[config.mk]
export PLATFORM = sky130hd
export DESIGN_NAME = operand_sequencer_flat
export DESIGN_NICKNAME = d
export VERILOG_FILES = /design/src/rtl/operand_sequencer_if.sv /design/src/rtl/operand_sequencer.sv /design/src/flat_wrapper.sv
export SDC_FILE = /design/constraint.sdc
export NUM_CORES = 1
export LEC_CHECK = 0
export BUFFER_PORTS_ARGS = -buffer_cell sky130_fd_sc_hd__buf_2
export CELL_PAD_IN_SITES_DETAIL_PLACEMENT = 1
export CELL_PAD_IN_SITES_GLOBAL_PLACEMENT = 1
export CORE_ASPECT_RATIO = 2
export CORE_MARGIN = 5
export CORE_UTILIZATION = 37
export CTS_BUF_LIST = sky130_fd_sc_hd__clkbuf_16
export DETAILED_ROUTE_END_ITERATION = 10
export PLACE_DENSITY_LB_ADDON = 0.1
export REMOVE_ABC_BUFFERS = 1
export SLEW_MARGIN = 20
export SYNTH_ARGS = -nofsm -noshare
export SYNTH_HDL_FRONTEND = slang
export SYNTH_SLANG_ARGS = --single-unit
[constraint.sdc]
create_clock -name clk -period 5.2 [get_ports clk]
set_input_delay 0.52 -clock clk [delete_from_list [all_inputs] [get_ports clk]]
set_output_delay 0.52 -clock clk [all_outputs]
set_load 0.1 [all_outputs]
[src/rtl/operand_sequencer_if.sv]
`default_nettype none
// ============================================================================
// Module      : operand_sequencer_if
// Description : Control, memory, array and status signals of the operand
//               sequencer, bundled with sequencer/environment modports.
// Revision    : 1.0
// ============================================================================
interface operand_sequencer_if;
    logic [12:0] base_address;
    logic        load_weight;
    logic        load_input;
    logic        valid;
    logic        store;

    logic [12:0] mem_addr;
    logic        mem_rd_en;
    logic [15:0] mem_rd_data;
    logic        mem_wr_en;
    logic [15:0] mem_wr_data;

    logic [7:0]  weight_data;
    logic [1:0]  weight_idx;
    logic        weight_wr;

    logic [7:0]  in_row0;
    logic [7:0]  in_row1;
    logic        feed_valid;

    logic [15:0] acc_00;
    logic [15:0] acc_01;
    logic [15:0] acc_10;
    logic [15:0] acc_11;

    logic        busy;
    logic        done;
    logic        err;

    modport master (
        input  base_address, load_weight, load_input, valid, store,
        input  mem_rd_data, acc_00, acc_01, acc_10, acc_11,
        output mem_addr, mem_rd_en, mem_wr_en, mem_wr_data,
        output weight_data, weight_idx, weight_wr,
        output in_row0, in_row1, feed_valid,
        output busy, done, err
    );

    modport slave (
        output base_address, load_weight, load_input, valid, store,
        output mem_rd_data, acc_00, acc_01, acc_10, acc_11,
        input  mem_addr, mem_rd_en, mem_wr_en, mem_wr_data,
        input  weight_data, weight_idx, weight_wr,
        input  in_row0, in_row1, feed_valid,
        input  busy, done, err
    );
endinterface
`default_nettype wire

[src/rtl/operand_sequencer.sv]
`default_nettype none
// ============================================================================
// Module      : operand_sequencer
// Description : Sequences weight loads, input loads, skewed feeds and result
//               stores for a 2x2 array. Define OPERAND_SEQUENCER_OVERLAP_ERR_EN
//               to flag dropped command edges on a sticky err output.
// Revision    : 1.0
// ============================================================================
module operand_sequencer (
    input  logic                       clk,
    input  logic                       reset,
    operand_sequencer_if.master        bus
);

    typedef enum logic [2:0] {
        S_IDLE  = 3'd0,
        S_WLOAD = 3'd1,
        S_ILOAD = 3'd2,
        S_FEED  = 3'd3,
        S_STORE = 3'd4
    } state_t;

    localparam logic [2:0] c_LOAD_LAST  = 3'd4;
    localparam logic [2:0] c_FEED_LAST  = 3'd2;
    localparam logic [2:0] c_STORE_LAST = 3'd3;

    state_t          state_q, state_d;
    logic [2:0]      cnt_q, cnt_d;
    logic [12:0]     base_q, base_d;
    logic [3:0][7:0] a_q, a_d;
    logic [3:0]      strobe_prev_q;
    logic            armed_q;

    logic [3:0]      w_strobe;
    logic [3:0]      w_rise;
    logic [3:0]      w_grant;
    logic            w_accept;
    logic [12:0]     w_addr;
    logic [1:0]      w_prev_idx;

    // Bit 0 is the highest-priority command.
    assign w_strobe   = {bus.store, bus.valid, bus.load_input, bus.load_weight};
    // armed_q masks the first cycle after reset so strobes already high never fire.
    assign w_rise     = armed_q ? (w_strobe & ~strobe_prev_q) : 4'b0000;
    assign w_accept   = (state_q == S_IDLE) && (|w_rise);
    assign w_addr     = base_q + {10'd0, cnt_q};
    assign w_prev_idx = cnt_q[1:0] - 2'd1;

    always_comb begin
        w_grant = 4'b0000;
        if (w_rise[0]) begin
            w_grant = 4'b0001;
        end else if (w_rise[1]) begin
            w_grant = 4'b0010;
        end else if (w_rise[2]) begin
            w_grant = 4'b0100;
        end else if (w_rise[3]) begin
            w_grant = 4'b1000;
        end
    end

    always_ff @(posedge clk or negedge reset) begin
        if (!reset) begin
            state_q       <= S_IDLE;
            cnt_q         <= 3'd0;
            base_q        <= 13'd0;
            a_q           <= '0;
            strobe_prev_q <= 4'b0000;
            armed_q       <= 1'b0;
        end else begin
            state_q       <= state_d;
            cnt_q         <= cnt_d;
            base_q        <= base_d;
            a_q           <= a_d;
            strobe_prev_q <= w_strobe;
            armed_q       <= 1'b1;
        end
    end

    always_comb begin
        state_d         = state_q;
        cnt_d           = cnt_q;
        base_d          = base_q;
        a_d             = a_q;
        bus.mem_addr    = 13'd0;
        bus.mem_rd_en   = 1'b0;
        bus.mem_wr_en   = 1'b0;
        bus.mem_wr_data = 16'd0;
        bus.weight_data = 8'd0;
        bus.weight_idx  = 2'd0;
        bus.weight_wr   = 1'b0;
        bus.in_row0     = 8'd0;
        bus.in_row1     = 8'd0;
        bus.feed_valid  = 1'b0;
        bus.busy        = 1'b0;
        bus.done        = 1'b0;

        case (state_q)
            S_IDLE: begin
                if (w_accept) begin
                    cnt_d  = 3'd0;
                    base_d = bus.base_address;
                    if (w_grant[0]) begin
                        state_d = S_WLOAD;
                    end else if (w_grant[1]) begin
                        state_d = S_ILOAD;
                    end else if (w_grant[2]) begin
                        state_d = S_FEED;
                    end else begin
                        state_d = S_STORE;
                    end
                end
            end

            // Read issued in cycle k returns in cycle k+1, so the write-back lags by one.
            S_WLOAD: begin
                bus.busy = 1'b1;
                if (cnt_q != c_LOAD_LAST) begin
                    bus.mem_rd_en = 1'b1;
                    bus.mem_addr  = w_addr;
                end
                if (cnt_q != 3'd0) begin
                    bus.weight_wr   = 1'b1;
                    bus.weight_idx  = w_prev_idx;
                    bus.weight_data = bus.mem_rd_data[7:0];
                end
                if (cnt_q == c_LOAD_LAST) begin
                    bus.done = 1'b1;
                    state_d  = S_IDLE;
                end else begin
                    cnt_d = cnt_q + 3'd1;
                end
            end

            S_ILOAD: begin
                bus.busy = 1'b1;
                if (cnt_q != c_LOAD_LAST) begin
                    bus.mem_rd_en = 1'b1;
                    bus.mem_addr  = w_addr;
                end
                if (cnt_q != 3'd0) begin
                    a_d[w_prev_idx] = bus.mem_rd_data[7:0];
                end
                if (cnt_q == c_LOAD_LAST) begin
                    bus.done = 1'b1;
                    state_d  = S_IDLE;
                end else begin
                    cnt_d = cnt_q + 3'd1;
                end
            end

            // Row 1 trails row 0 by one cycle to form the skewed wavefront.
            S_FEED: begin
                bus.busy       = 1'b1;
                bus.feed_valid = 1'b1;
                case (cnt_q)
                    3'd0: begin
                        bus.in_row0 = a_q[0];
                    end
                    3'd1: begin
                        bus.in_row0 = a_q[1];
                        bus.in_row1 = a_q[2];
                    end
                    default: begin
                        bus.in_row1 = a_q[3];
                    end
                endcase
                if (cnt_q == c_FEED_LAST) begin
                    bus.done = 1'b1;
                    state_d  = S_IDLE;
                end else begin
                    cnt_d = cnt_q + 3'd1;
                end
            end

            S_STORE: begin
                bus.busy      = 1'b1;
                bus.mem_wr_en = 1'b1;
                bus.mem_addr  = w_addr;
                case (cnt_q[1:0])
                    2'd0:    bus.mem_wr_data = bus.acc_00;
                    2'd1:    bus.mem_wr_data = bus.acc_01;
                    2'd2:    bus.mem_wr_data = bus.acc_10;
                    default: bus.mem_wr_data = bus.acc_11;
                endcase
                if (cnt_q == c_STORE_LAST) begin
                    bus.done = 1'b1;
                    state_d  = S_IDLE;
                end else begin
                    cnt_d = cnt_q + 3'd1;
                end
            end

            default: begin
                state_d = S_IDLE;
            end
        endcase
    end

`ifdef OPERAND_SEQUENCER_OVERLAP_ERR_EN
    logic err_q;
    logic w_overlap;

    // Any edge that does not become the accepted command counts as an overlap.
    assign w_overlap = (|w_rise) &&
                       ((state_q != S_IDLE) || ((w_rise & ~w_grant) != 4'b0000));

    always_ff @(posedge clk or negedge reset) begin
        if (!reset) begin
            err_q <= 1'b0;
        end else if (w_overlap) begin
            err_q <= 1'b1;
        end
    end

    assign bus.err = err_q;
`else
    assign bus.err = 1'b0;
`endif

endmodule
`default_nettype wire

[src/flat_wrapper.sv]
// flat-port wrapper written by rule: the top's interface ports become plain ports
module operand_sequencer_flat 
  (clk, reset, bus_base_address, bus_load_weight, bus_load_input, bus_valid, bus_store, bus_mem_rd_data, bus_acc_00, bus_acc_01, bus_acc_10, bus_acc_11, bus_mem_addr, bus_mem_rd_en, bus_mem_wr_en, bus_mem_wr_data, bus_weight_data, bus_weight_idx, bus_weight_wr, bus_in_row0, bus_in_row1, bus_feed_valid, bus_busy, bus_done, bus_err);
  operand_sequencer_if bus_i ();
  input  logic clk;
  input  logic reset;
  input wire logic [$bits(bus_i.base_address)-1:0] bus_base_address;
  input wire logic [$bits(bus_i.load_weight)-1:0] bus_load_weight;
  input wire logic [$bits(bus_i.load_input)-1:0] bus_load_input;
  input wire logic [$bits(bus_i.valid)-1:0] bus_valid;
  input wire logic [$bits(bus_i.store)-1:0] bus_store;
  input wire logic [$bits(bus_i.mem_rd_data)-1:0] bus_mem_rd_data;
  input wire logic [$bits(bus_i.acc_00)-1:0] bus_acc_00;
  input wire logic [$bits(bus_i.acc_01)-1:0] bus_acc_01;
  input wire logic [$bits(bus_i.acc_10)-1:0] bus_acc_10;
  input wire logic [$bits(bus_i.acc_11)-1:0] bus_acc_11;
  output wire logic [$bits(bus_i.mem_addr)-1:0] bus_mem_addr;
  output wire logic [$bits(bus_i.mem_rd_en)-1:0] bus_mem_rd_en;
  output wire logic [$bits(bus_i.mem_wr_en)-1:0] bus_mem_wr_en;
  output wire logic [$bits(bus_i.mem_wr_data)-1:0] bus_mem_wr_data;
  output wire logic [$bits(bus_i.weight_data)-1:0] bus_weight_data;
  output wire logic [$bits(bus_i.weight_idx)-1:0] bus_weight_idx;
  output wire logic [$bits(bus_i.weight_wr)-1:0] bus_weight_wr;
  output wire logic [$bits(bus_i.in_row0)-1:0] bus_in_row0;
  output wire logic [$bits(bus_i.in_row1)-1:0] bus_in_row1;
  output wire logic [$bits(bus_i.feed_valid)-1:0] bus_feed_valid;
  output wire logic [$bits(bus_i.busy)-1:0] bus_busy;
  output wire logic [$bits(bus_i.done)-1:0] bus_done;
  output wire logic [$bits(bus_i.err)-1:0] bus_err;
  assign bus_i.base_address = bus_base_address;
  assign bus_i.load_weight = bus_load_weight;
  assign bus_i.load_input = bus_load_input;
  assign bus_i.valid = bus_valid;
  assign bus_i.store = bus_store;
  assign bus_i.mem_rd_data = bus_mem_rd_data;
  assign bus_i.acc_00 = bus_acc_00;
  assign bus_i.acc_01 = bus_acc_01;
  assign bus_i.acc_10 = bus_acc_10;
  assign bus_i.acc_11 = bus_acc_11;
  assign bus_mem_addr = bus_i.mem_addr;
  assign bus_mem_rd_en = bus_i.mem_rd_en;
  assign bus_mem_wr_en = bus_i.mem_wr_en;
  assign bus_mem_wr_data = bus_i.mem_wr_data;
  assign bus_weight_data = bus_i.weight_data;
  assign bus_weight_idx = bus_i.weight_idx;
  assign bus_weight_wr = bus_i.weight_wr;
  assign bus_in_row0 = bus_i.in_row0;
  assign bus_in_row1 = bus_i.in_row1;
  assign bus_feed_valid = bus_i.feed_valid;
  assign bus_busy = bus_i.busy;
  assign bus_done = bus_i.done;
  assign bus_err = bus_i.err;
  operand_sequencer u_core (.clk(clk), .reset(reset), .bus(bus_i));
endmodule
==> out/results.txt <==
total number of H-tree levels = 2
die span in x = 78.22 um
Routed WL = 10,770 um
Sink Count = 56
max incr delay on CP = 770 ps
Clock Tree Buf Depth = 2
RSZ-0062 raised after global routing = no
routability cong. = 0.7664
Synth cell types = 50
post-CTS sizing = 0
Port-buffer cells = 151
Hold Fails Final Rpt = 0
Initial DRC Count = 138
Worst EP arrival = 2890 ps
Max Clock Skew = 11.02 ps
Avg WL per Cell = 18.45 um
area share of the largest cell type after synthesis = 40.70%
Post-synth EDFFs = 0
Worst Path Required = 4680 ps
Avg Cell Area, Syn = 10.07 um^2
Cells after Synth = 342
CTS tree = done
Root Buffer = clkbuf_16
Worst Path Buf+Inv = 2
area delta synth->final = 27.43%
post-DR vias/cell = 5.522
Total Negative Setup Slacks = 0 ps
DRT Pass-1 Iters = 5
Max-Cap Viols = 0
Seq/Total Area, Yosys = 40.70%
# hold bufs at CTS = 0
top post-synthesis cells by area = dfrtp_1 41%, mux2_2 14%, nor2_1 6.4%
post-route ant nets = 0
final setup vio count = 0
worst-path maximum fanout = 18
Reg clk slew, reported paths = 80 ps
first-pass GRT wire length = 18,170 um
Setup CP Type = reg -> out
crit-path most repeated cell = nor2_1
Detail Placement HPWL = 8490 um
flop and latch count out of synthesis = 56
ys async rst share = 100.0%
grt total ovfl = 0
Core Region = 0.009074 mm^2
status = finished clean
Synth Warn # = 0
Synth Flop Type = dfrtp_1
fin crit share = 65.58%
minimum clock period = 3410 ps
startpoint types = flip-flop
routed via count = 3,225
actual slew at the worst max-slew pin = 962.0 ps
Antenna diodes = 0
number of global-route vias before repair = 3,616
Rel. slew slack = 35.63%
Overall Global Routing Usage = 19.61%
FMAX = 293.2 MHz
postcts setup bufs = 0
Starting Density = 37.95%
largest net degree at the start of global routing = 57
largest area contributor in the netlist = dfrtp_1
Worst Hold Class = in -> reg
max-slew violations = 0
Crit path max-delay family = simple AND/OR/NAND/NOR gates
FP Rows = 49
Die Ht = 146.4 um
initial antenna violation count = 0
share of cells above drive strength 1 = 45.02%
Remaining DRCs = 0
Mapped Area = 0.003443 mm^2
CTS Buf Count = 5
Slowest-stage cell, CP = nor2_1
clk_lat worst skew = 300 ps
num ports = 161
CP cell instances = or3b_1, inv_1, nor2_1, nor2_1, buf_2
fin nets = 591
die area = 0.01145 mm^2
Critical Path Sink Type = output pin
[final cells by class]
class	instances	area [um^2]
repair buffers	154	778.2
clock inverters	3	26.28
fillers	1106	4686
flip-flops and latches	56	1401
clock buffers	5	125.1
inverters	9	33.78
multi-input cells	255	1896
well taps	102	127.6
[registers in the layout, summed over array words and instances (netlist names)]
name	count
u_core.a_q	32
u_core.armed_q	1
u_core.base_q	13
u_core.cnt_q	3
u_core.state_q	3
u_core.strobe_prev_q	4
[routing by layer]
metal / vias to the layer above / global-route usage [%] / share of wire (%)
met3: 14 / 2.898 / 4.9
met1: 1592 / 20.88 / 37
met5: - / 0 / 0
met4: 0 / 6.042 / 2.1
met2: 101 / 38.36 / 56
li1: 1518 / - / -
[cells by family after synthesis]
group | after synthesis | synth area share (%)
and+or+nand+nor | 110 | 16.50
AOI/OAI and AO/OA | 77 | 16.71
DFF | 56 | 40.70
muxes | 47 | 15.30
buffers and inverters | 31 | 4.324
adders and majority gates | 11 | 4.215
xor gates and xnor gates | 8 | 2.035
other | 2 | 0.2181
[worst paths after layout]
kind	from	depth (start not counted)	endpoint	slack (ps)
worst min register to register	u_core.a_q[1]$_DFFE_PN0P_	1	u_core.a_q[1]$_DFFE_PN0P_	510
worst min-delay path	bus_store	1	u_core.strobe_prev_q[3]$_DFF_PN0_	340
max in group asynchronous	reset	2	u_core.cnt_q[1]$_DFFE_PN0P_	4360
worst max register to register	u_core.cnt_q[0]$_DFFE_PN0P_	7	u_core.a_q[26]$_DFFE_PN0P_	2860
worst max-delay path	u_core.state_q[0]$_DFFE_PN0P_	5	bus_mem_addr[8]	1790
min in group asynchronous	reset	2	u_core.strobe_prev_q[2]$_DFF_PN0_	350
[synthesized netlist by cell type, types with 4 or more instances]
cell type / n
a22oi_1: 16
mux2_2: 44
xnor2_1: 5
inv_1: 9
nor2b_1: 6
clkbuf_1: 10
buf_1: 4
nor2_1: 59
nand3b_1: 4
a222oi_1: 16
buf_4: 4
nand2_2: 4
a21oi_1: 22
and2_1: 10
ha_1: 10
nand2_1: 7
dfrtp_1: 56
o21ai_0: 5
[stage by stage]
step | hold slack (ps) | util (%) | area (um^2) | setup slack [ps] | instances
2_1_floorplan | 224.4 | - | 3328 | 147.1 | 320
3_3_place_gp | 474.6 | 46.66 | 4234 | 2116 | 576
3_5_place_dp | 494.4 | 46.66 | 4234 | 2055 | 576
4_1_cts | 328.3 | 48.33 | 4385 | 1729 | 584
5_1_grt | 329.7 | 48.36 | 4388 | 1504 | 584
6_report | 336.1 | 48.36 | 4388 | 1790 | 584
[worst register-to-register path, delay by kind of cell (launching register included)]
| family | cells | cell delay [ps] |
|---|---|---|
| AND/OR/NAND/NOR | 3 | 780 |
| flip-flops | 1 | 460 |
| buffers and inverters | 2 | 390 |
| multiplexers | 1 | 380 |
| adder cells (fa/ha/maj) | 1 | 220 |
[placed cells by master (no fill, tap or decap), types with 4 or more instances in the layout]
master	count
inv_1	9
dfrtp_1	56
a222oi_1	16
and2_1	10
o21ai_0	5
nor2b_1	6
a22oi_1	16
nor2_1	59
clkbuf_16	5
buf_2	151
nand2_1	7
xnor2_1	5
mux2_2	44
ha_1	9
a21oi_1	22
nand2_2	4
nand3b_1	4
Power is not shown: default switching activity piles up to over one toggle a cycle in this logic, so the estimate is an artifact.
